### src/rtl/dsp_conv_engine_if.sv
// Register port (CPU side) and arbitrated data-memory word port of the convolution engine.
// The engine uses the slave modport; the CPU/memory system side uses master.
interface dsp_conv_engine_if #(
    parameter int unsigned DATA_W = 32,
    parameter int unsigned ADDR_W = 8
);
    logic              reg_sel;
    logic              reg_we;
    logic [2:0]        reg_addr;
    logic [DATA_W-1:0] reg_wdata;
    logic [DATA_W-1:0] reg_rdata;
    logic              mem_req;
    logic              mem_we;
    logic [ADDR_W-1:0] mem_addr;
    logic [DATA_W-1:0] mem_wdata;
    logic              mem_gnt;
    logic [DATA_W-1:0] mem_rdata;
    logic              done_irq;

    modport slave (
        input  reg_sel, reg_we, reg_addr, reg_wdata, mem_gnt, mem_rdata,
        output reg_rdata, mem_req, mem_we, mem_addr, mem_wdata, done_irq
    );

    modport master (
        output reg_sel, reg_we, reg_addr, reg_wdata, mem_gnt, mem_rdata,
        input  reg_rdata, mem_req, mem_we, mem_addr, mem_wdata, done_irq
    );
endinterface

### src/rtl/dsp_conv_engine.sv
// Memory-mapped 1-D convolution engine: y[n] = sum_k h[k]*x[n-k], one memory word per access.
// Build option: define DSP_CONV_SAT_EN to saturate results to DATA_W instead of truncating.
module dsp_conv_engine #(
    parameter int unsigned DATA_W = 32,
    parameter int unsigned ADDR_W = 8,
    parameter int unsigned ACC_W  = 72
) (
    input  logic             clock,
    input  logic             reset,
    dsp_conv_engine_if.slave bus
);
    localparam int unsigned CNT_W = ADDR_W + 1;
    localparam int unsigned DIF_W = ADDR_W + 2;
    localparam int unsigned PRD_W = 2 * DATA_W;

    typedef enum logic [2:0] {
        S_IDLE, S_INIT, S_TAP, S_RD_H, S_RD_X, S_MAC, S_WR, S_DONE
    } state_t;

    state_t                   state_q, state_d;
    logic [ADDR_W-1:0]        x_base_q, x_base_d, h_base_q, h_base_d, y_base_q, y_base_d;
    logic [ADDR_W-1:0]        x_len_q, x_len_d, h_len_q, h_len_d;
    logic [CNT_W-1:0]         out_cnt_q, out_cnt_d, n_q, n_d, k_q, k_d;
    logic                     busy_q, busy_d, done_q, done_d, err_q, err_d, first_q, first_d;
    logic signed [ACC_W-1:0]  acc_q, acc_d;
    logic [DATA_W-1:0]        h_q, h_d;
    logic                     mem_req_q, mem_req_d, mem_we_q, mem_we_d;
    logic [ADDR_W-1:0]        mem_addr_q, mem_addr_d;
    logic [DATA_W-1:0]        mem_wdata_q, mem_wdata_d;

    logic                     reg_wr, start, tap_skip, taps_done, last_out, unused_wdata;
    logic signed [DIF_W-1:0]  tap_idx;
    logic [CNT_W-1:0]         out_total;
    logic signed [PRD_W-1:0]  prod;
    logic [DATA_W-1:0]        result;

    assign reg_wr       = bus.reg_sel & bus.reg_we;
    assign start        = reg_wr && (bus.reg_addr == 3'd0) && bus.reg_wdata[0] && !busy_q;
    assign unused_wdata = ^bus.reg_wdata[DATA_W-1:ADDR_W];

    // x index for the current tap; negative or past X_LEN means the tap contributes nothing
    assign tap_idx   = $signed({1'b0, n_q}) - $signed({1'b0, k_q});
    assign tap_skip  = tap_idx[DIF_W-1] || (tap_idx >= $signed({2'b00, x_len_q}));
    assign taps_done = k_q >= {1'b0, h_len_q};
    assign out_total = {1'b0, x_len_q} + {1'b0, h_len_q} - CNT_W'(1);
    assign last_out  = (n_q + CNT_W'(1)) == out_total;
    assign prod      = PRD_W'($signed(h_q)) * PRD_W'($signed(bus.mem_rdata));

`ifdef DSP_CONV_SAT_EN
    // Clamp when the accumulator's upper bits are not a pure sign extension
    always_comb begin
        if (acc_q[ACC_W-1:DATA_W-1] == {(ACC_W-DATA_W+1){acc_q[ACC_W-1]}}) begin
            result = acc_q[DATA_W-1:0];
        end else if (acc_q[ACC_W-1]) begin
            result = {1'b1, {(DATA_W-1){1'b0}}};
        end else begin
            result = {1'b0, {(DATA_W-1){1'b1}}};
        end
    end
`else
    assign result = acc_q[DATA_W-1:0];
`endif

    always_comb begin
        bus.reg_rdata = '0;
        case (bus.reg_addr)
            3'd1:    bus.reg_rdata = DATA_W'({err_q, done_q, busy_q});
            3'd2:    bus.reg_rdata = DATA_W'(x_base_q);
            3'd3:    bus.reg_rdata = DATA_W'(h_base_q);
            3'd4:    bus.reg_rdata = DATA_W'(y_base_q);
            3'd5:    bus.reg_rdata = DATA_W'(x_len_q);
            3'd6:    bus.reg_rdata = DATA_W'(h_len_q);
            3'd7:    bus.reg_rdata = DATA_W'(out_cnt_q);
            default: bus.reg_rdata = '0;
        endcase
    end

    assign bus.mem_req   = mem_req_q;
    assign bus.mem_we    = mem_we_q;
    assign bus.mem_addr  = mem_addr_q;
    assign bus.mem_wdata = mem_wdata_q;
    assign bus.done_irq  = done_q;

    always_comb begin
        state_d     = state_q;
        x_base_d    = x_base_q;
        h_base_d    = h_base_q;
        y_base_d    = y_base_q;
        x_len_d     = x_len_q;
        h_len_d     = h_len_q;
        out_cnt_d   = out_cnt_q;
        n_d         = n_q;
        k_d         = k_q;
        busy_d      = busy_q;
        done_d      = done_q;
        err_d       = err_q;
        first_d     = first_q;
        acc_d       = acc_q;
        h_d         = h_q;
        mem_req_d   = mem_req_q;
        mem_we_d    = mem_we_q;
        mem_addr_d  = mem_addr_q;
        mem_wdata_d = mem_wdata_q;

        // Configuration registers are frozen while a run is in progress
        if (reg_wr) begin
            case (bus.reg_addr)
                3'd1: begin
                    if (bus.reg_wdata[1]) done_d = 1'b0;
                    if (bus.reg_wdata[2]) err_d  = 1'b0;
                end
                3'd2: if (!busy_q) x_base_d = bus.reg_wdata[ADDR_W-1:0];
                3'd3: if (!busy_q) h_base_d = bus.reg_wdata[ADDR_W-1:0];
                3'd4: if (!busy_q) y_base_d = bus.reg_wdata[ADDR_W-1:0];
                3'd5: if (!busy_q) x_len_d  = bus.reg_wdata[ADDR_W-1:0];
                3'd6: if (!busy_q) h_len_d  = bus.reg_wdata[ADDR_W-1:0];
                default: ;
            endcase
        end

        case (state_q)
            S_IDLE: begin
                if (start) begin
                    state_d   = S_INIT;
                    busy_d    = 1'b1;
                    done_d    = 1'b0;
                    err_d     = 1'b0;
                    acc_d     = '0;
                    n_d       = '0;
                    k_d       = '0;
                    out_cnt_d = '0;
                end
            end
            S_INIT: begin
                if ((x_len_q == '0) || (h_len_q == '0)) begin
                    err_d   = 1'b1;
                    state_d = S_DONE;
                end else begin
                    state_d = S_TAP;
                end
            end
            S_TAP: begin
                if (taps_done) begin
                    state_d     = S_WR;
                    mem_req_d   = 1'b1;
                    mem_we_d    = 1'b1;
                    mem_addr_d  = y_base_q + n_q[ADDR_W-1:0];
                    mem_wdata_d = result;
                end else if (tap_skip) begin
                    k_d = k_q + CNT_W'(1);
                end else begin
                    state_d    = S_RD_H;
                    mem_req_d  = 1'b1;
                    mem_we_d   = 1'b0;
                    mem_addr_d = h_base_q + k_q[ADDR_W-1:0];
                end
            end
            S_RD_H: begin
                if (bus.mem_gnt) begin
                    state_d    = S_RD_X;
                    first_d    = 1'b1;
                    mem_addr_d = x_base_q + tap_idx[ADDR_W-1:0];
                end
            end
            S_RD_X: begin
                // Coefficient read data is only on the bus in the first RD_X cycle
                first_d = 1'b0;
                if (first_q) h_d = bus.mem_rdata;
                if (bus.mem_gnt) begin
                    state_d   = S_MAC;
                    mem_req_d = 1'b0;
                end
            end
            S_MAC: begin
                acc_d   = acc_q + ACC_W'(prod);
                k_d     = k_q + CNT_W'(1);
                state_d = S_TAP;
            end
            S_WR: begin
                if (bus.mem_gnt) begin
                    mem_req_d = 1'b0;
                    mem_we_d  = 1'b0;
                    out_cnt_d = out_cnt_q + CNT_W'(1);
                    acc_d     = '0;
                    k_d       = '0;
                    n_d       = n_q + CNT_W'(1);
                    state_d   = last_out ? S_DONE : S_TAP;
                end
            end
            S_DONE: begin
                busy_d  = 1'b0;
                done_d  = 1'b1;
                state_d = S_IDLE;
            end
            default: state_d = S_IDLE;
        endcase
    end

    always_ff @(posedge clock or posedge reset) begin
        if (reset) begin
            state_q     <= S_IDLE;
            x_base_q    <= '0;
            h_base_q    <= '0;
            y_base_q    <= '0;
            x_len_q     <= '0;
            h_len_q     <= '0;
            out_cnt_q   <= '0;
            n_q         <= '0;
            k_q         <= '0;
            busy_q      <= 1'b0;
            done_q      <= 1'b0;
            err_q       <= 1'b0;
            first_q     <= 1'b0;
            acc_q       <= '0;
            h_q         <= '0;
            mem_req_q   <= 1'b0;
            mem_we_q    <= 1'b0;
            mem_addr_q  <= '0;
            mem_wdata_q <= '0;
        end else begin
            state_q     <= state_d;
            x_base_q    <= x_base_d;
            h_base_q    <= h_base_d;
            y_base_q    <= y_base_d;
            x_len_q     <= x_len_d;
            h_len_q     <= h_len_d;
            out_cnt_q   <= out_cnt_d;
            n_q         <= n_d;
            k_q         <= k_d;
            busy_q      <= busy_d;
            done_q      <= done_d;
            err_q       <= err_d;
            first_q     <= first_d;
            acc_q       <= acc_d;
            h_q         <= h_d;
            mem_req_q   <= mem_req_d;
            mem_we_q    <= mem_we_d;
            mem_addr_q  <= mem_addr_d;
            mem_wdata_q <= mem_wdata_d;
        end
    end
endmodule

### src/flat_wrapper.sv
// flat-port wrapper written by rule: the top's interface ports become plain ports
module dsp_conv_engine_flat 
#(
    parameter int unsigned DATA_W = 32,
    parameter int unsigned ADDR_W = 8,
    parameter int unsigned ACC_W  = 72
)
  (clock, reset, bus_reg_sel, bus_reg_we, bus_reg_addr, bus_reg_wdata, bus_mem_gnt, bus_mem_rdata, bus_reg_rdata, bus_mem_req, bus_mem_we, bus_mem_addr, bus_mem_wdata, bus_done_irq);
  dsp_conv_engine_if #(.DATA_W(DATA_W), .ADDR_W(ADDR_W)) bus_i ();
  input  logic clock;
  input  logic reset;
  input wire logic [$bits(bus_i.reg_sel)-1:0] bus_reg_sel;
  input wire logic [$bits(bus_i.reg_we)-1:0] bus_reg_we;
  input wire logic [$bits(bus_i.reg_addr)-1:0] bus_reg_addr;
  input wire logic [$bits(bus_i.reg_wdata)-1:0] bus_reg_wdata;
  input wire logic [$bits(bus_i.mem_gnt)-1:0] bus_mem_gnt;
  input wire logic [$bits(bus_i.mem_rdata)-1:0] bus_mem_rdata;
  output wire logic [$bits(bus_i.reg_rdata)-1:0] bus_reg_rdata;
  output wire logic [$bits(bus_i.mem_req)-1:0] bus_mem_req;
  output wire logic [$bits(bus_i.mem_we)-1:0] bus_mem_we;
  output wire logic [$bits(bus_i.mem_addr)-1:0] bus_mem_addr;
  output wire logic [$bits(bus_i.mem_wdata)-1:0] bus_mem_wdata;
  output wire logic [$bits(bus_i.done_irq)-1:0] bus_done_irq;
  assign bus_i.reg_sel = bus_reg_sel;
  assign bus_i.reg_we = bus_reg_we;
  assign bus_i.reg_addr = bus_reg_addr;
  assign bus_i.reg_wdata = bus_reg_wdata;
  assign bus_i.mem_gnt = bus_mem_gnt;
  assign bus_i.mem_rdata = bus_mem_rdata;
  assign bus_reg_rdata = bus_i.reg_rdata;
  assign bus_mem_req = bus_i.mem_req;
  assign bus_mem_we = bus_i.mem_we;
  assign bus_mem_addr = bus_i.mem_addr;
  assign bus_mem_wdata = bus_i.mem_wdata;
  assign bus_done_irq = bus_i.done_irq;
  dsp_conv_engine #(.DATA_W(DATA_W), .ADDR_W(ADDR_W), .ACC_W(ACC_W)) u_core (.clock(clock), .reset(reset), .bus(bus_i));
endmodule
### config.mk
export PLATFORM = sky130hd
export DESIGN_NAME = dsp_conv_engine_flat
export DESIGN_NICKNAME = d
export VERILOG_FILES = /design/src/rtl/dsp_conv_engine_if.sv /design/src/rtl/dsp_conv_engine.sv /design/src/flat_wrapper.sv
export SDC_FILE = /design/constraint.sdc
export NUM_CORES = 2
export LEC_CHECK = 0
export CELL_PAD_IN_SITES_DETAIL_PLACEMENT = 1
export CELL_PAD_IN_SITES_GLOBAL_PLACEMENT = 2
export CORE_UTILIZATION = 43
export DETAILED_ROUTE_END_ITERATION = 10
export HOLD_SLACK_MARGIN = 0.03
export PLACE_DENSITY = 0.95
export REMOVE_ABC_BUFFERS = 1
export SYNTH_ARGS = -nofsm -noshare
export SYNTH_HDL_FRONTEND = slang
export SYNTH_SLANG_ARGS = --single-unit
### constraint.sdc
create_clock -name clock -period 11.4 [get_ports clock]
set_input_delay 3.42 -clock clock [delete_from_list [all_inputs] [get_ports clock]]
set_output_delay 3.42 -clock clock [all_outputs]
set_load 0.01 [all_outputs]
==> flow_summary.ini <==
[place]
gp_congestion = 0.911
place_hpwl_mm = 66.9
io_buffer_count = 99

[worst_setup_path]
r2r-end = u_core.acc_q[31]
crit_end = u_core.acc_q[31]
reg2reg_depth = 23
slowest_delay_ns = 0.77
cp_num_buf_inv = 6
r2r-start = u_core.h_q[12]
start_kind = primary input
crit_arrival_ns = 11.32
cp_top_family = adder cells
reg2reg_slack_ns = 3.27
critPathCaptureType = flop
slowest_stage = clkdlybuf4s50_1
crit_top_cell = fa_1
required_ns = 11.77
cp.depth = 25
critPathLaunch = bus_mem_rdata[7]
critPathMaxFanout = 9
path_class = in -> reg

[layout]
nets = 3666
area.growth.synth_to_final_pct = 9.04
fill_cells = 7168
final_util = 0.477
layout-drive-gt1-share = 0.0625

[grt]
grt_max_degree = 119
grt_first_pass_wirelength_mm = 134
gr-usage-all-layers = 0.275
overflow = 0
antenna_found_initial = 0
grt_pass1_vias = 23600

[worst_hold_path]
min_path_type = reg -> reg
worstHoldStart = u_core.bus.mem_wdata[13]

[timing]
timing.fmax_mhz = 91.3
finalSetupTns_ns = 0
setup_viol = 0
rsz0062_at_grt = false
hold_viol_final = 0
slew_headroom = 0.288
fin_crit_sh = 0.960
period_minus_slack_ns = 10.95
fin_skew_ns = 0.0144
tightest_slew_ns = 1.07
slew_viol_final = 0

[synth]
yosysWarnings = 0
async_flop_share = 1.00
netlist_instances = 2891
synthTopCellsByCount = inv_1 (595), fa_1 (443), nand2_1 (339)
yosys_most_used_dff = dfrtp_1
synthesis.area_um2 = 27200
yosysMostFrequentCell = inv_1
yosys_register_bits = 180
syn_avg_cell_area_um2 = 9.41
yosys.area.top_type_share = 0.326
synth_cell_type_count = 60
yosysSeqAreaShare = 0.166
yosys.area.top_type = fa_1
synthTopCellsByArea = fa_1 (33%), dfrtp_1 (17%), ha_1 (10%), inv_1 (8.2%), and2_1 (6.8%)
synth_enable_flop_cells = 0

[clock_tree]
clk_latency_ns = 0.49
tritoncts = built
cts_resized = 0
ctsHoldBuffers = 0
cts_max_path_buffers = 2
numCtsBuffers = 17
root_buffer = clkbuf_16
cts_sinks = 180
postCtsSetupBuffers = 0
htree_levels = 4
path_clk_slew_ns = 0.08

[outcome]
status = completed

[floorplanning]
die-area_um2 = 64300
start_util = 0.438
coreArea_um2 = 62200
rows = 91
io_pins = 147
die_w_um = 254
die_h_um = 254

[run]
drv_cap = 0

[routing]
drtIter0Drc = 1009
vias = 20300
vias_per_cell = 5.36
wl_per_cell_um = 22.0
remaining_drc_errors = 0
ant_nets = 0
wl_mm = 83.3
dr.pass1.iters = 5
worst min path at each step:
stage	cells after the start	to	slack [ns]
2_1_floorplan	1	u_core.out_cnt_q[4]	0.46
3_3_place_gp	2	u_core.bus.mem_wdata[22]	0.47
3_5_place_dp	2	u_core.bus.mem_wdata[13]	0.47
4_1_cts	2	u_core.bus.mem_wdata[13]	0.49
5_1_grt	1	u_core.bus.mem_wdata[17]	0.52
6_report	2	u_core.bus.mem_wdata[13]	0.49
layout by cell type (no fill, tap or decap), drive strengths merged, types with 3 or more instances in the layout:
cell type / synthesis / final
nor2b: 9 / 9
a22oi: 4 / 4
nor2: 48 / 48
nand2b: 8 / 8
nor3b: 3 / 3
nor4: 6 / 6
ha: 220 / 220
diode: 0 / 3
dfrtp: 180 / 180
o21a: 10 / 10
a21o: 29 / 29
o31ai: 7 / 7
mux2: 84 / 84
and3: 13 / 13
nand2: 339 / 339
a21oi: 50 / 50
nand4: 11 / 11
nor3: 12 / 12
nand3: 14 / 14
inv: 595 / 602
o21bai: 10 / 10
clkinv: 0 / 4
mux4: 6 / 6
o41ai: 5 / 5
xnor2: 114 / 114
a31oi: 11 / 11
a22o: 34 / 34
a211oi: 3 / 3
and2: 295 / 295
buf: 31 / 57
clkbuf: 126 / 18
clkdlybuf4s50: 0 / 99
o21ai: 94 / 94
conb: 1 / 23
a21boi: 3 / 3
xor2: 29 / 29
fa: 443 / 443
mux2i: 22 / 22
sequential cells by signal (all words and copies together), names as in the netlist, 3 cells and up:
name,cells
u_core.y_base_q,8
u_core.h_base_q,8
u_core.h_len_q,8
u_core.acc_q,32
u_core.out_cnt_q,9
u_core.bus.mem_addr,8
u_core.state_q,3
u_core.x_len_q,8
u_core.x_base_q,8
u_core.h_q,32
u_core.n_q,9
u_core.bus.mem_wdata,32
u_core.k_q,9
cells by family after synthesis:
family          synth area share
mux                       0.0481
fa+ha+maj                  0.427
buf+inv                    0.107
compound gates            0.0664
simple gates               0.140
xor+xnor                  0.0460
other cells             0.000138
flops                      0.166
routing by layer:
layer / track usage / wire (um)
met3: 0.0340 / 3580
met1: 0.345 / 34700
met5: 0 / 0
met2: 0.482 / 42100
met4: 0.104 / 2890
layout make-up:
| class | count | area (um2) | share of cell area |
|---|---|---|---|
| multi-input combinational | 1981 | 19900 | 0.670 |
| sequential | 180 | 4500 | 0.152 |
| inverter | 595 | 2240 | 0.0755 |
| timing repair buffer | 156 | 1420 | 0.0478 |
| tap | 837 | 1050 | 0.0353 |
| clock buffer | 18 | 429 | 0.0145 |
| clock inverter | 14 | 141 | 0.00477 |
| antenna | 3 | 7.51 | 0.000253 |
tightest hold or removal path, stage by stage, from the launching register on:
cell     delay, ns
dfrtp_1       0.35
nand2_1       0.05
o21ai_0       0.06
through the flow:
step	cells	hold slack (ns)	worst slack [ns]	area [um2]
after floorplan	2756	0.460	1.65	26600
after global placement	3749	0.466	0.202	29100
after detailed placement	3749	0.474	0.104	29100
after CTS	3781	0.490	0.571	29700
after global routing	3781	0.520	0.236	29700
final	3784	0.489	0.452	29700
Power is not shown: default switching activity piles up to over one toggle a cycle in this logic, so the estimate is an artifact.
